[src/rtl/imem_loader.sv]
// imem_loader: writes a big-endian byte stream into instruction memory.
// Two consecutive bytes form one 16-bit word, high byte first. Words go to
// addresses 0 .. DEPTH-1. The block reports completion, the number of words
// written and a 16-bit running checksum of those words.
//
// Handshake: a byte moves on a rising clk edge where in_valid and in_ready
// are both 1, and on no other edge. in_ready depends only on the current
// state (HI or LO). It never depends on in_valid. The producer may hold
// in_valid low for any number of cycles, and the loader waits without limit.

module imem_loader #(
  parameter int DEPTH  = 16,
  parameter int ADDR_W = 16
) (
  input  logic              clk,
  input  logic              rst,
  input  logic              start,
  input  logic              abort,
  input  logic [7:0]        in_data,
  input  logic              in_valid,
  output logic              in_ready,
  output logic              mem_we,
  output logic [ADDR_W-1:0] mem_addr,
  output logic [15:0]       mem_wdata,
  output logic              busy,
  output logic              done,
  output logic [ADDR_W-1:0] word_count,
  output logic [15:0]       checksum
);

  typedef enum logic [2:0] {
    S_IDLE  = 3'd0,
    S_HI    = 3'd1,
    S_LO    = 3'd2,
    S_WRITE = 3'd3,
    S_DONE  = 3'd4
  } state_t;

  // Last address of a load. The loader stops here, so mem_addr never wraps.
  localparam logic [ADDR_W-1:0] LAST_ADDR = ADDR_W'(DEPTH - 1);
  localparam logic [ADDR_W-1:0] ONE       = ADDR_W'(1);

  state_t            state_q, state_d;
  logic [7:0]        hi_q, hi_d;
  logic [ADDR_W-1:0] addr_q, addr_d;
  logic [15:0]       wdata_q, wdata_d;
  logic [ADDR_W-1:0] count_q, count_d;
  logic [15:0]       sum_q, sum_d;
  logic              xfer;

  // Output decode. All outputs come from flops or from the state alone.
  always_comb begin
    in_ready   = (state_q == S_HI) || (state_q == S_LO);
    mem_we     = (state_q == S_WRITE);
    busy       = (state_q == S_HI) || (state_q == S_LO) || (state_q == S_WRITE);
    done       = (state_q == S_DONE);
    mem_addr   = addr_q;
    mem_wdata  = wdata_q;
    word_count = count_q;
    checksum   = sum_q;
  end

  // Next-state and datapath update. abort overrides every state transition
  // and freezes the counters, including during the WRITE cycle.
  always_comb begin
    state_d = state_q;
    hi_d    = hi_q;
    addr_d  = addr_q;
    wdata_d = wdata_q;
    count_d = count_q;
    sum_d   = sum_q;
    xfer    = in_valid && ((state_q == S_HI) || (state_q == S_LO));

    if (abort) begin
      state_d = S_IDLE;
    end else begin
      case (state_q)
        S_IDLE, S_DONE: begin
          if (start) begin
            state_d = S_HI;
            addr_d  = '0;
            count_d = '0;
            sum_d   = '0;
          end
        end
        S_HI: begin
          if (xfer) begin
            hi_d    = in_data;
            state_d = S_LO;
          end
        end
        S_LO: begin
          if (xfer) begin
            wdata_d = {hi_q, in_data};
            state_d = S_WRITE;
          end
        end
        S_WRITE: begin
          count_d = count_q + ONE;
          sum_d   = sum_q + wdata_q;
          if (addr_q == LAST_ADDR) begin
            state_d = S_DONE;
          end else begin
            addr_d  = addr_q + ONE;
            state_d = S_HI;
          end
        end
        default: begin
          state_d = S_IDLE;
        end
      endcase
    end
  end

  // State and datapath registers, with asynchronous clear.
  always_ff @(posedge clk or posedge rst) begin
    if (rst) begin
      state_q <= S_IDLE;
      hi_q    <= '0;
      addr_q  <= '0;
      wdata_q <= '0;
      count_q <= '0;
      sum_q   <= '0;
    end else begin
      state_q <= state_d;
      hi_q    <= hi_d;
      addr_q  <= addr_d;
      wdata_q <= wdata_d;
      count_q <= count_d;
      sum_q   <= sum_d;
    end
  end

endmodule

[config.mk]
export PLATFORM = sky130hd
export DESIGN_NAME = imem_loader
export DESIGN_NICKNAME = d
export VERILOG_FILES = /design/src/rtl/imem_loader.sv
export SDC_FILE = /design/constraint.sdc
export NUM_CORES = 1
export LEC_CHECK = 0
export CAP_MARGIN = 25
export CORE_UTILIZATION = 52
export CTS_CLUSTER_DIAMETER = 60
export CTS_CLUSTER_SIZE = 28
export DETAILED_ROUTE_END_ITERATION = 6
export HOLD_SLACK_MARGIN = 0.02
export PLACE_DENSITY = 0.84
export SLEW_MARGIN = 5
export SYNTH_ARGS = -nofsm -noshare
export SYNTH_HDL_FRONTEND = slang
export SYNTH_SLANG_ARGS = --single-unit
[constraint.sdc]
create_clock -name clk -period 3.46 [get_ports clk]
set_clock_uncertainty 0.05 [all_clocks]
set_input_delay 0.692 -clock clk [delete_from_list [all_inputs] [get_ports clk]]
set_output_delay 0.692 -clock clk [all_outputs]
set_load 0.02 [all_outputs]
# Word level (Yosys, flattened, before mapping)
# Cells that the tools add are included.
word_totals:
  reg_bits: 75
  input_bits: 13
  output_inout_bits: 68
  wordCells: 42
op_classes:
  add_sub_neg: 3
  eq_ne: 10
  muxes: 11
  bitwise: 1
  reduce_logical: 11
ops:
  columns: ["cell", "n"]
  rows:
  - ["one-hot mux 16 bit (2 select lines)", 3]
  - ["adder 16 x 1 -> 16 bit, second input constant", 2]
  - ["2-to-1 mux 16 bit", 2]
  - ["adder 16 bit", 1]
  - ["equality test 16 x 4 -> 1 bit, second input constant", 1]
  - ["2-to-1 mux 3 bit", 5]
  - ["one-hot mux 3 bit (4 select lines)", 1]
  - ["AND reduction 3 bit", 4]
  - ["!= test 3 bit, second input constant", 3]
  - ["equality test 3 x 2 -> 1 bit, second input constant", 2]
  - ["!= test 2 bit, second input constant", 2]
  - ["AND reduction 4 bit", 1]
  - ["equality test 3 x 1 -> 1 bit, second input constant", 1]
  - ["equality test 3 bit, second input constant", 1]
  - ["logical NOT 3 bit", 1]
  - ["logical OR 1 bit", 2]
  - ["nonzero test 2 bit", 1]
  - ["OR reduction 2 bit", 1]
  - ["logical AND 1 bit", 1]
  - ["inverter 1 bit", 1]

# Logic depth before layout (Yosys ltp)
depth:
  depth_word: 6
  mapped_depth: 9
  depth_no_buf: 9

# Worst setup path before layout
# OpenSTA, ideal clock, no wires.
synth_timing:
  path_kind: "input to register"
  start: "input port abort"
  end: "register wdata_q[0], in the netlist mem_wdata[0]"
  setup_time_ns: 0.125
  arrival_time_ns: 2.214
  required_ns: 3.285
  slack_ns: 1.071
  path_stages: 5
  n_path_buf: 1
  cell_sequence: "clkinv_1 > nand2_1 > nor4b_2 > clkbuf_1 > mux2_2"
synth_between:
  elab_chain_len: 2
synth_rtl:
  columns: ["element", "line", "source"]
  rows:
  - ["start, declared", "18", "input logic abort,"]
  - ["inverter 1 bit (no line)", null, null]
  - ["AND reduction 3 bit (no line)", null, null]
  - ["end signal, assigned", "128", "wdata_q <= wdata_d;"]
  - ["end, declared", "46", "logic [15:0] wdata_q, wdata_d;"]
# Every way passes these cells.
# A chain may end at the register's enable or synchronous reset.

# Final worst setup path
layout_timing:
  start: "input port start"
  end: "register count_q[12], in the netlist word_count[12]"
layout_between:
  elab_chain_len: 2
layout_rtl:
  columns: ["element", "line", "source"]
  rows:
  - ["start, declared", "17", "input logic start,"]
  - ["!= test 2 bit (no line)", null, null]
  - ["AND reduction 3 bit (no line)", null, null]
  - ["end signal, assigned", "129", "count_q <= count_d;"]
  - ["end, declared", "47", "logic [ADDR_W-1:0] count_q, count_d;"]
# Every way passes these cells.

==> run_results.csv <==
group,metric,value,unit
timing,setup_ws,721,ps
layout,ff_latch_area,0.00188,mm2
global_routing,antenna_found_initial,0,
floorplan,design.portCount,81,
floorplan,coreArea,0.00733,mm2
power,power_frac_seq,45.8,%
power,power_leakage,2.25,nW
route,detailedRoute.firstPassIterationCount,4,
floorplan,fp.dieW,89.5,um
floorplan,std_cell_rows,31,
timing,final-hold-violation-count,0,
synthesis,synth_compound_area_share,11.3,%
critical_path,startpoint_type,"primary input",
clock_network,worstSkewPairLatency,350,ps
power,clock_power_share,28.4,%
synthesis,synth-simple-area-share,18.4,%
layout,area_growth,28.3,%
clock_network,post_cts.resized_instances,0,
layout,post_layout_nonfiller_instances,576,
synthesis,synth.lib_cells_used.distinct,52,
synthesis,xor_and_xnor_area_share_after_synthesis,7.26,%
global_routing,grt_pass1_vias,3150,
global_routing,global_route.usage.total,25.0,%
timing,max_slew.worst_pin.slew,704,ps
synthesis,syn-mean-instance-area,10.3,um2
timing,setup-violations-final,0,
route,post_drt_wl_per_cell,15.7,um
floorplan,fp.dieH,89.5,um
floorplan,initial_utilization,54.3,%
synthesis,postSynth.topFlopCell,"dfrtp_1",
clock_network,ctsHoldBuffers,0,
power,sw_frac_of_total,30.8,%
synthesis,yosysWarningCount,0,
synthesis,mappedNetlistArea,0.00398,mm2
clock_network,cts.sink_count,75,
synthesis,yosys-mux-area-fraction,7.26,%
clock_network,clk_pin_slew,70,ps
timing,tns,0,ps
clock_network,ctsLongestPathBuffers,2,
power,switchingPower,0.719,mW
placement,count_of_buffers_inserted_at_the_top_level_ports,80,
global_routing,global_route.overflow_total,0,
clock_network,tritoncts.num_buffers,9,
timing,timing.fmax,365,MHz
timing,timing.final.crit_share,79.2,%
layout,design.final.nets,503,
power,total_power,2.33,mW
route,post_drt_antenna_nets,0,
synthesis,synthesis.nets,417,
placement,place.detailed.instances,560,
job,timing.max_cap.violations,0,
power,combPwrFrac,25.8,%
critical_path,crit_required,3690,ps
power,power_report.internal_total,1.61,mW
layout,layout_cell_share_with_drive_strength_beyond_1,11.5,%
floorplan,full_die_area,0.00802,mm2
global_routing,wire_length_of_the_first_global_routing_pass,15000,um
critical_path,critical_path_peak_fanout,17,
critical_path,kind_of_end_point_of_the_critical_path,"flip-flop",
power,vdd.ir_drop.worst,0.202,mV
placement,placed_cell_area,0.00491,mm2
critical_path,crit_arrival,2960,ps
clock_network,cts_htree_levels,3,
route,routed-via-count,3285,
synthesis,synth_seq_area_share,47.1,%
layout,n_fill_cell,577,
critical_path,worst-setup-path-type,"primary input to flip-flop",
route,drtIter0Drc,124,
synthesis,adder_cell_share_of_the_synthesized_area,5.84,%
layout,multi_input_comb_area,0.00200,mm2
route,route.detailed.vias_per_inst,5.70,
timing,max_slew_violation_count,0,
global_routing,grt_start_max_net_pins,44,
placement,placement.setup.worst_slack,363,ps
clock_network,cts_post_setup_buffers_inserted,0,
synthesis,async_reset_ff_share,100,%
clock_network,clk_root_buffer_cell,"clkbuf_8",
outcome,status,"complete, no violations",
power,power-per-cell-area,456,mW/mm2
placement,gp_routability_congestion,0.820,
synthesis,synth-seq-cells,75,
synthesis,synth_top_family_by_area,"simple AND/OR/NAND/NOR gates",
route,routed_wl,9050,um
timing,min_period,2740,ps
layout,design_area,0.00511,mm2
timing,unrepaired_setup_endpoints_after_global_routing,"no",
placement,dpl.hpwl,6530,um
route,drcViolationCount,0,
hold_path,worst_hold_path_type,"flip-flop to flip-flop",
synthesis,syn-instance-count,386,
synthesis,number_of_synthesized_flops_with_an_enable_pin,0,
layout,antenna_cells,0,
clock_network,cts_tree,"yes",
timing,slew-limit-headroom,53.0,%
==> power by group through the flow <==
stage	clock network, mW	registers [mW]	logic (mW)
global placement	0	1.08	0.586
finish	0.662	1.07	0.603
CTS	0.669	1.07	0.607
global route	0.711	1.08	0.664
floorplan	0	1.14	0.300
detailed placement	0	1.09	0.601
==> cell usage after synthesis (5+ instances only) <==
cell      instances  area share [%]
inv_1            11             1.0
xnor2_1          19             4.2
nor3_1            9             1.1
nand3_1           6            0.75
or3_1             5            0.79
dfrtp_1          75              47
clkbuf_1          7            0.66
and3_1            7             1.1
a21oi_1          12             1.5
nand2_1          37             3.5
nand4_1           7             1.1
ha_1             17             5.3
xor2_1           14             3.1
mux2_2           23             6.5
and2_1            5            0.79
o21ai_0          30             3.8
a31oi_1           6            0.94
nor2_1           38             3.6
==> metal layers <==
metal  track usage (%)  vias to the layer above  share of wire, %
li1                  -                     1551                 -
met2              42.5                      112                49
met1              32.2                     1614                45
met3              5.54                        8               5.4
met5                 0                        -                 0
met4              6.93                        0              0.91
==> path summary, 6_finish.rpt <==
| check | from | end | slack [ps] | cells past startpoint |
|---|---|---|---|---|
| worst max-delay path | start | word_count[12]$_DFFE_PP0P_ | 720 | 7 |
| worst min-delay path | checksum[15]$_DFFE_PP0P_ | checksum[15]$_DFFE_PP0P_ | 450 | 1 |
| worst max register to register | state_q[0]$_DFFE_PP0P_ | word_count[12]$_DFFE_PP0P_ | 970 | 7 |
| worst min register to register | checksum[15]$_DFFE_PP0P_ | checksum[15]$_DFFE_PP0P_ | 450 | 1 |
| max in group asynchronous | rst | checksum[15]$_DFFE_PP0P_ | 1970 | 3 |
| min in group asynchronous | rst | mem_wdata[1]$_DFFE_PP0P_ | 730 | 2 |
==> area by class of cell <==
cell class,instances,area share [%]
inverters,13,0.979
clock buffers,13,3.50
clock inverters,3,0.392
flip-flops and latches,75,36.7
repair buffers,86,16.8
well taps,99,2.42
multi-input cells,287,39.2
==> layout by cell type, fill, tap and decap left out, drive strengths merged, types with 7 or more instances in the layout <==
| cell type | instances |
|---|---|
| mux2 | 23 |
| a21oi | 12 |
| inv | 11 |
| xnor2 | 19 |
| ha | 17 |
| nand4 | 7 |
| nor3 | 9 |
| nand2 | 37 |
| clkbuf | 13 |
| and3 | 7 |
| nor2 | 38 |
| o21ai | 31 |
| clkdlybuf4s50 | 80 |
| dfrtp | 75 |
| xor2 | 14 |
==> per-stage QoR <==
stage,hold WS (ps),utilization [%]
global placement,435,67.0
global route,477,69.7
detailed placement,436,67.0
floorplan,425,-
CTS,457,69.7
finish,450,69.7
==> cell families after synthesis <==
logic type               count (synthesis)
AND/OR/NAND/NOR                        139
buffers and inverters                   24
multiplexers                            26
XOR/XNOR                                33
AO/OA/AOI/OAI                           71
flip-flops                              75
adder cells (fa/ha/maj)                 18
==> worst max-delay path: stages <==
cell and delay, ps:
clkdlybuf4s50_1 510, nor3b_4 300, o21ai_4 200, or3_4 430, or2_1 310, or3_1 370
a21oi_1 150
==> flip-flops by register name (all words and copies together), names as in the netlist <==
register,cells
checksum,16
hi_q,8
mem_addr,16
word_count,16
state_q,3
mem_wdata,16
(Power assumes the default switching activity.)
